$ cat src/rtl/idm_access_arbiter.sv
// Two-master arbiter (CPU, debug/loader) in front of a single-port 64x16 instruction/data memory.
// Optional grant/conflict statistics counters are enabled with `define IDM_ARB_STATS_EN.
module idm_access_arbiter #(
  parameter int AW       = 16,
  parameter int DW       = 16,
  parameter int DEPTH    = 64,
  parameter int MAX_HOLD = 8
) (
  input  logic          clk,
  input  logic          rst_n,
  input  logic          cpu_req,
  input  logic          cpu_we,
  input  logic [AW-1:0] cpu_addr,
  input  logic [DW-1:0] cpu_wdata,
  output logic          cpu_gnt,
  output logic          cpu_rvalid,
  output logic [DW-1:0] cpu_rdata,
  input  logic          dbg_req,
  input  logic          dbg_we,
  input  logic [AW-1:0] dbg_addr,
  input  logic [DW-1:0] dbg_wdata,
  output logic          dbg_gnt,
  output logic          dbg_rvalid,
  output logic [DW-1:0] dbg_rdata,
  input  logic          dbg_lock,
  output logic          mem_we,
  output logic [AW-1:0] mem_addr,
  output logic [DW-1:0] mem_wdata,
  input  logic [DW-1:0] mem_rdata,
`ifdef IDM_ARB_STATS_EN
  input  logic          stats_clr,
  output logic [15:0]   cpu_grant_cnt,
  output logic [15:0]   dbg_grant_cnt,
  output logic [15:0]   conflict_cnt,
`endif
  output logic          addr_err
);

  localparam int HW = $clog2(MAX_HOLD + 1);
  localparam logic [HW-1:0] HOLD_MAX  = HW'(MAX_HOLD);
  localparam logic [HW-1:0] HOLD_LAST = HW'(MAX_HOLD - 1);
  localparam logic [AW:0]   DEPTH_LIM = (AW + 1)'(DEPTH);

  typedef enum logic [1:0] {
    S_IDLE    = 2'd0,
    S_CPU_OWN = 2'd1,
    S_DBG_OWN = 2'd2
  } state_e;

  state_e          state_q, state_d;
  logic [HW-1:0]   hold_q, hold_d, hold_base;
  logic            cpu_sel, dbg_sel, keep_owner, other_req;
  logic            gnt_any, sel_we, in_range;
  logic [AW-1:0]   sel_addr, addr_hold_q;
  logic [DW-1:0]   sel_wdata, wdata_hold_q;
  logic            cpu_rvalid_q, dbg_rvalid_q, addr_err_q;
  logic [DW-1:0]   cpu_rdata_q, dbg_rdata_q;

  // Selection: the current owner keeps priority; in IDLE or CPU_OWN the CPU wins ties.
  always_comb begin
    // NOTE: defaults first so every path assigns every signal; otherwise a latch is inferred.
    cpu_sel = 1'b0;
    dbg_sel = 1'b0;
    if (state_q == S_DBG_OWN) begin
      if (dbg_req)      dbg_sel = 1'b1;
      else if (cpu_req) cpu_sel = 1'b1;
    end else begin
      if (cpu_req)      cpu_sel = 1'b1;
      else if (dbg_req) dbg_sel = 1'b1;
    end
  end

  // NOTE: grants are combinational, so they are gated by rst_n to cancel an access during reset.
  assign cpu_gnt = cpu_sel & rst_n;
  assign dbg_gnt = dbg_sel & rst_n;
  assign gnt_any = cpu_gnt | dbg_gnt;

  // Hold counter restarts whenever ownership changes hands within the cycle.
  always_comb begin
    keep_owner = (cpu_sel && state_q == S_CPU_OWN) || (dbg_sel && state_q == S_DBG_OWN);
    other_req  = (cpu_sel & dbg_req) | (dbg_sel & cpu_req);
    hold_base  = keep_owner ? hold_q : '0;
    hold_d     = '0;
    state_d    = S_IDLE;
    if (cpu_sel)      state_d = S_CPU_OWN;
    else if (dbg_sel) state_d = S_DBG_OWN;
    if (other_req) begin
      if (hold_base < HOLD_LAST)  hold_d  = hold_base + HW'(1);
      else if (dbg_sel && dbg_lock) hold_d = HOLD_MAX;
      else                        state_d = cpu_sel ? S_DBG_OWN : S_CPU_OWN;
    end
  end

  assign sel_we    = cpu_sel ? cpu_we    : dbg_we;
  assign sel_addr  = cpu_sel ? cpu_addr  : dbg_addr;
  assign sel_wdata = cpu_sel ? cpu_wdata : dbg_wdata;
  assign in_range  = {1'b0, sel_addr} < DEPTH_LIM;

  assign mem_we    = gnt_any & sel_we & in_range;
  assign mem_addr  = gnt_any ? sel_addr  : addr_hold_q;
  assign mem_wdata = gnt_any ? sel_wdata : wdata_hold_q;

  assign cpu_rvalid = cpu_rvalid_q;
  assign cpu_rdata  = cpu_rdata_q;
  assign dbg_rvalid = dbg_rvalid_q;
  assign dbg_rdata  = dbg_rdata_q;
  assign addr_err   = addr_err_q;

  always_ff @(posedge clk or negedge rst_n) begin
    if (!rst_n) begin
      state_q      <= S_IDLE;
      hold_q       <= '0;
      addr_hold_q  <= '0;
      wdata_hold_q <= '0;
      cpu_rvalid_q <= 1'b0;
      dbg_rvalid_q <= 1'b0;
      cpu_rdata_q  <= '0;
      dbg_rdata_q  <= '0;
      addr_err_q   <= 1'b0;
    end else begin
      // NOTE: non-blocking assignments so every register samples pre-edge values.
      state_q      <= state_d;
      hold_q       <= hold_d;
      if (gnt_any) begin
        addr_hold_q  <= sel_addr;
        wdata_hold_q <= sel_wdata;
      end
      cpu_rvalid_q <= cpu_gnt & ~cpu_we;
      dbg_rvalid_q <= dbg_gnt & ~dbg_we;
      if (cpu_gnt && !cpu_we) cpu_rdata_q <= in_range ? mem_rdata : '0;
      if (dbg_gnt && !dbg_we) dbg_rdata_q <= in_range ? mem_rdata : '0;
      addr_err_q   <= gnt_any & ~in_range;
    end
  end

`ifdef IDM_ARB_STATS_EN
  logic [15:0] cpu_cnt_q, dbg_cnt_q, conf_cnt_q;

  assign cpu_grant_cnt = cpu_cnt_q;
  assign dbg_grant_cnt = dbg_cnt_q;
  assign conflict_cnt  = conf_cnt_q;

  // Saturating counters; a clear request overrides any increment in the same cycle.
  always_ff @(posedge clk or negedge rst_n) begin
    if (!rst_n) begin
      cpu_cnt_q  <= '0;
      dbg_cnt_q  <= '0;
      conf_cnt_q <= '0;
    end else if (stats_clr) begin
      cpu_cnt_q  <= '0;
      dbg_cnt_q  <= '0;
      conf_cnt_q <= '0;
    end else begin
      if (cpu_gnt && cpu_cnt_q != 16'hFFFF)            cpu_cnt_q  <= cpu_cnt_q + 16'd1;
      if (dbg_gnt && dbg_cnt_q != 16'hFFFF)            dbg_cnt_q  <= dbg_cnt_q + 16'd1;
      if (cpu_req && dbg_req && conf_cnt_q != 16'hFFFF) conf_cnt_q <= conf_cnt_q + 16'd1;
    end
  end
`endif

endmodule

$ cat config.mk
export PLATFORM = sky130hd
export DESIGN_NAME = idm_access_arbiter
export DESIGN_NICKNAME = d
export VERILOG_FILES = /design/src/rtl/idm_access_arbiter.sv
export SDC_FILE = /design/constraint.sdc
export NUM_CORES = 1
export LEC_CHECK = 0
export ABC_CLOCK_PERIOD_IN_PS = 2500
export CELL_PAD_IN_SITES_DETAIL_PLACEMENT = 0
export CELL_PAD_IN_SITES_GLOBAL_PLACEMENT = 2
export CORE_UTILIZATION = 24
export CTS_BUF_LIST = sky130_fd_sc_hd__clkbuf_4
export DETAILED_ROUTE_END_ITERATION = 12
export PLACE_DENSITY_LB_ADDON = 0.1
export SYNTH_ARGS = -nofsm -noshare
export SYNTH_HDL_FRONTEND = slang
export SYNTH_SLANG_ARGS = --single-unit
$ cat constraint.sdc
create_clock -name clk -period 2.5 [get_ports clk]
set_clock_uncertainty 0.15 [all_clocks]
set_input_delay 0.5 -clock clk [delete_from_list [all_inputs] [get_ports clk]]
set_output_delay 0.5 -clock clk [all_outputs]
set_load 0.02 [all_outputs]
==> impl_metrics.yaml <==
critical_path:
  worstReg2RegStart: "state_q[1]$_DFF_PN0_"
  critPathLaunchType: "input port"
  reg2reg_depth: 10
  crit_required_ns: 1.85
  startpoint: "dbg_addr[10]"
  cp_data_arrival_time_ns: 2.00
  ff2ff_setup_slack_ns: 0.27
  critPathMaxFanout: 2
  critical_path_class: "in2out"
  cp-end-kind: "output pin"
placed_design:
  portBuffers: 156
  dp_slack_ns: -0.7040
  routabilityCongestion: 0.7757
  dp_hpwl_mm: 7.252
finish:
  area_growth_pct: 74.44
  final_core_utilization_pct: 43.69
  drive_gt1_share_pct: 26.27
  antenna-diode-count: 0
  final_nets: 593
worst_hold_path:
  hold_path_class: "in2async"
job:
  cap_viol_max_count: 0
detailed_routing:
  drt_iter0_drc: 76
  vias: 2969
  drtAntennaViolNets: 0
  vias_per_cell: 4.353
  drt-pass1-iter-count: 4
  wl_per_cell_um: 14.83
  wl_mm: 10.11
  route.detailed.drc: 0
floorplan:
  dieArea_um2: 13850
  die_w_um: 117.7
  io_pins: 157
  coreArea_um2: 12820
  rows: 41
  fp.dieH_um: 117.7
  initial_core_util_pct: 25.04
logic_synthesis:
  synthArstFlopShare_pct: 100.0
  synth_cells: 300
  synth_seq_area_share_pct: 56.88
  yosys.area.top_type: "dfrtp_1"
  avgSynthCellArea_um2: 10.71
  syn_nets: 388
  yosysUniqueCellTypes: 33
  synth_top_area_share_pct: 56.88
  syn_area_um2: 3212
  yosysWarnings: 0
  synth_edf_count: 0
  synth_seq_cells: 73
  synthFlopType: "dfrtp_1"
  yosys-top-cells-area: "dfrtp_1 (57%), mux2i_1 (10%), nand2_1 (7.7%), o21ai_0 (6.5%), a22o_1 (4.4%)"
clocking:
  cts_tree: "yes"
  htreeDepth: 3
  clk-insertion-delay-late_ns: 0.44
  cts.path.max_buffers: 2
  cts_root_buf: "clkbuf_4"
  cts_num_sinks: 73
  cts_buffers: 9
  path_clk_slew_ns: 0.14
global_route:
  grt_pass1_vias: 3110
  grt_max_degree: 42
  grt_first_pass_wirelength_mm: 16.61
  gr-total-overflow: 0
  grtUsageTotal_pct: 15.50
  antenna_found_initial: 0
timing:
  worstMarginPinSlew_ns: 0.5263
  fin_tns_setup_ns: -0.9380
  timing.final.crit_share_pct: 105.9
  fin_ws_ns: -0.1487
  final_hold_viol_count: 0
  max_slew_margin_pct: 64.91
  setup_violations: 15
  whs_ns: 0.07609
  slew_violations: 0
  rsz0062_at_grt: "yes"
  max_freq_mhz: 377.6
  finalCriticalPeriod_ns: 2.649
run_status:
  violations: "setup timing"
  status: "complete, but fails checks"
power:
  powerDensity_nw_per_um2: 491.1
  peakVddDrop_v: 0.0001809
  cellLeakagePower_uw: 0.002594
  total_power_uw: 2752
placed cells by master, fill, tap and decap left out, types with 2 or more instances in the layout:
master	synthesis	routed
inv_2	2	2
nor2_1	2	2
buf_4	4	75
nand2b_1	2	2
mux2i_1	32	26
clkbuf_4	0	9
clkinvlp_4	0	2
a211oi_1	2	2
buf_16	0	3
nor4_2	0	3
buf_12	0	5
inv_6	0	3
buf_6	1	6
mux2i_2	0	5
a22o_1	16	16
a21o_1	2	2
inv_1	3	3
and2_1	3	3
clkdlybuf4s50_1	0	113
o21a_1	2	2
nand3_1	2	2
dlymetal6s2s_1	0	4
dfrtp_1	73	73
a21oi_1	8	8
o21ai_2	0	6
o21ai_1	10	36
dlygate4sd2_1	0	3
nand2_1	66	65
o21ai_0	42	9
worst paths after layout:
path | to
worst max-delay path | mem_we
worst min-delay path | addr_hold_q[14]$_DFF_PN0_
worst max register to register | state_q[1]$_DFF_PN0_
worst min register to register | wdata_hold_q[4]$_DFF_PN0_
max in group asynchronous | addr_err$_DFF_PN0_
min in group clk | addr_hold_q[13]$_DFF_PN0_
report_power, final:
part | switching [uW] | internal (uW)
logic | 360 | 393
registers | 20.0 | 1250
clock network | 501 | 222
final cells by class:
type                    instances  area (um2)
clock buffers                   9       67.56
clock inverters                 7       61.31
fillers                      1302        7222
inverters                       5       18.77
multi-input cells             205        1383
flip-flops and latches         73        1827
well taps                     172       215.2
repair buffers                211        2031
cells in the mapped netlist, types with 3 or more instances:
master	number
inv_1	3
nand2_1	66
o21ai_1	10
mux2i_1	32
buf_4	4
and2_1	3
o21ai_0	42
a22o_1	16
dfrtp_1	73
a21oi_1	8
nor4_1	4
buf_2	9
clkbuf_1	3
per-stage QoR:
stage | std cells | area (um2)
after floorplan | 300 | 3212
after global placement | 649 | 5225
after detailed placement | 649 | 5225
after CTS | 672 | 5445
after global routing | 682 | 5603
final | 682 | 5603
sequential cells by signal, indices dropped and copies added, names as in the netlist:
| signal | count |
|---|---|
| wdata_hold_q | 16 |
| cpu_rdata | 16 |
| dbg_rdata | 16 |
| cpu_rvalid | 1 |
| state_q | 2 |
| dbg_rvalid | 1 |
| addr_hold_q | 16 |
| hold_q | 4 |
| addr_err | 1 |
timing repair:
action	4_1_cts	5_1_grt
hold buffers	0	0
gates resized for setup	247	25
pin swaps	5	11
gates cloned	3	0
setup endpoints to repair	35	34
hold endpoints to repair	0	0
buffers inserted	4	10
critical path: stages:
cell,delay [ns]
clkdlybuf4s50_1,0.44
nor4_1,0.30
nand3_1,0.13
mux2_4,0.30
nor3_4,0.18
buf_6,0.14
cells by family (layout without fill, tap and decap cells):
logic type	Yosys count	in the layout	synth area share, %
DFF	73	73	56.88
buffers and inverters	22	232	3.623
AOI/OAI and AO/OA	84	84	15.85
muxes	33	33	10.44
adders and majority gates	1	1	0.3895
and+or+nand+nor	87	87	12.82
routing by layer:
layer | vias up | track usage, % | wire (um)
met5 | - | 0 | 0
met4 | 0 | 7.692 | 292
met3 | 20 | 5.426 | 787
met2 | 106 | 24.85 | 4635
met1 | 1379 | 18.34 | 4397
li1 | 1464 | - | -
No activity file was read; power rests on OpenSTA's default activity.
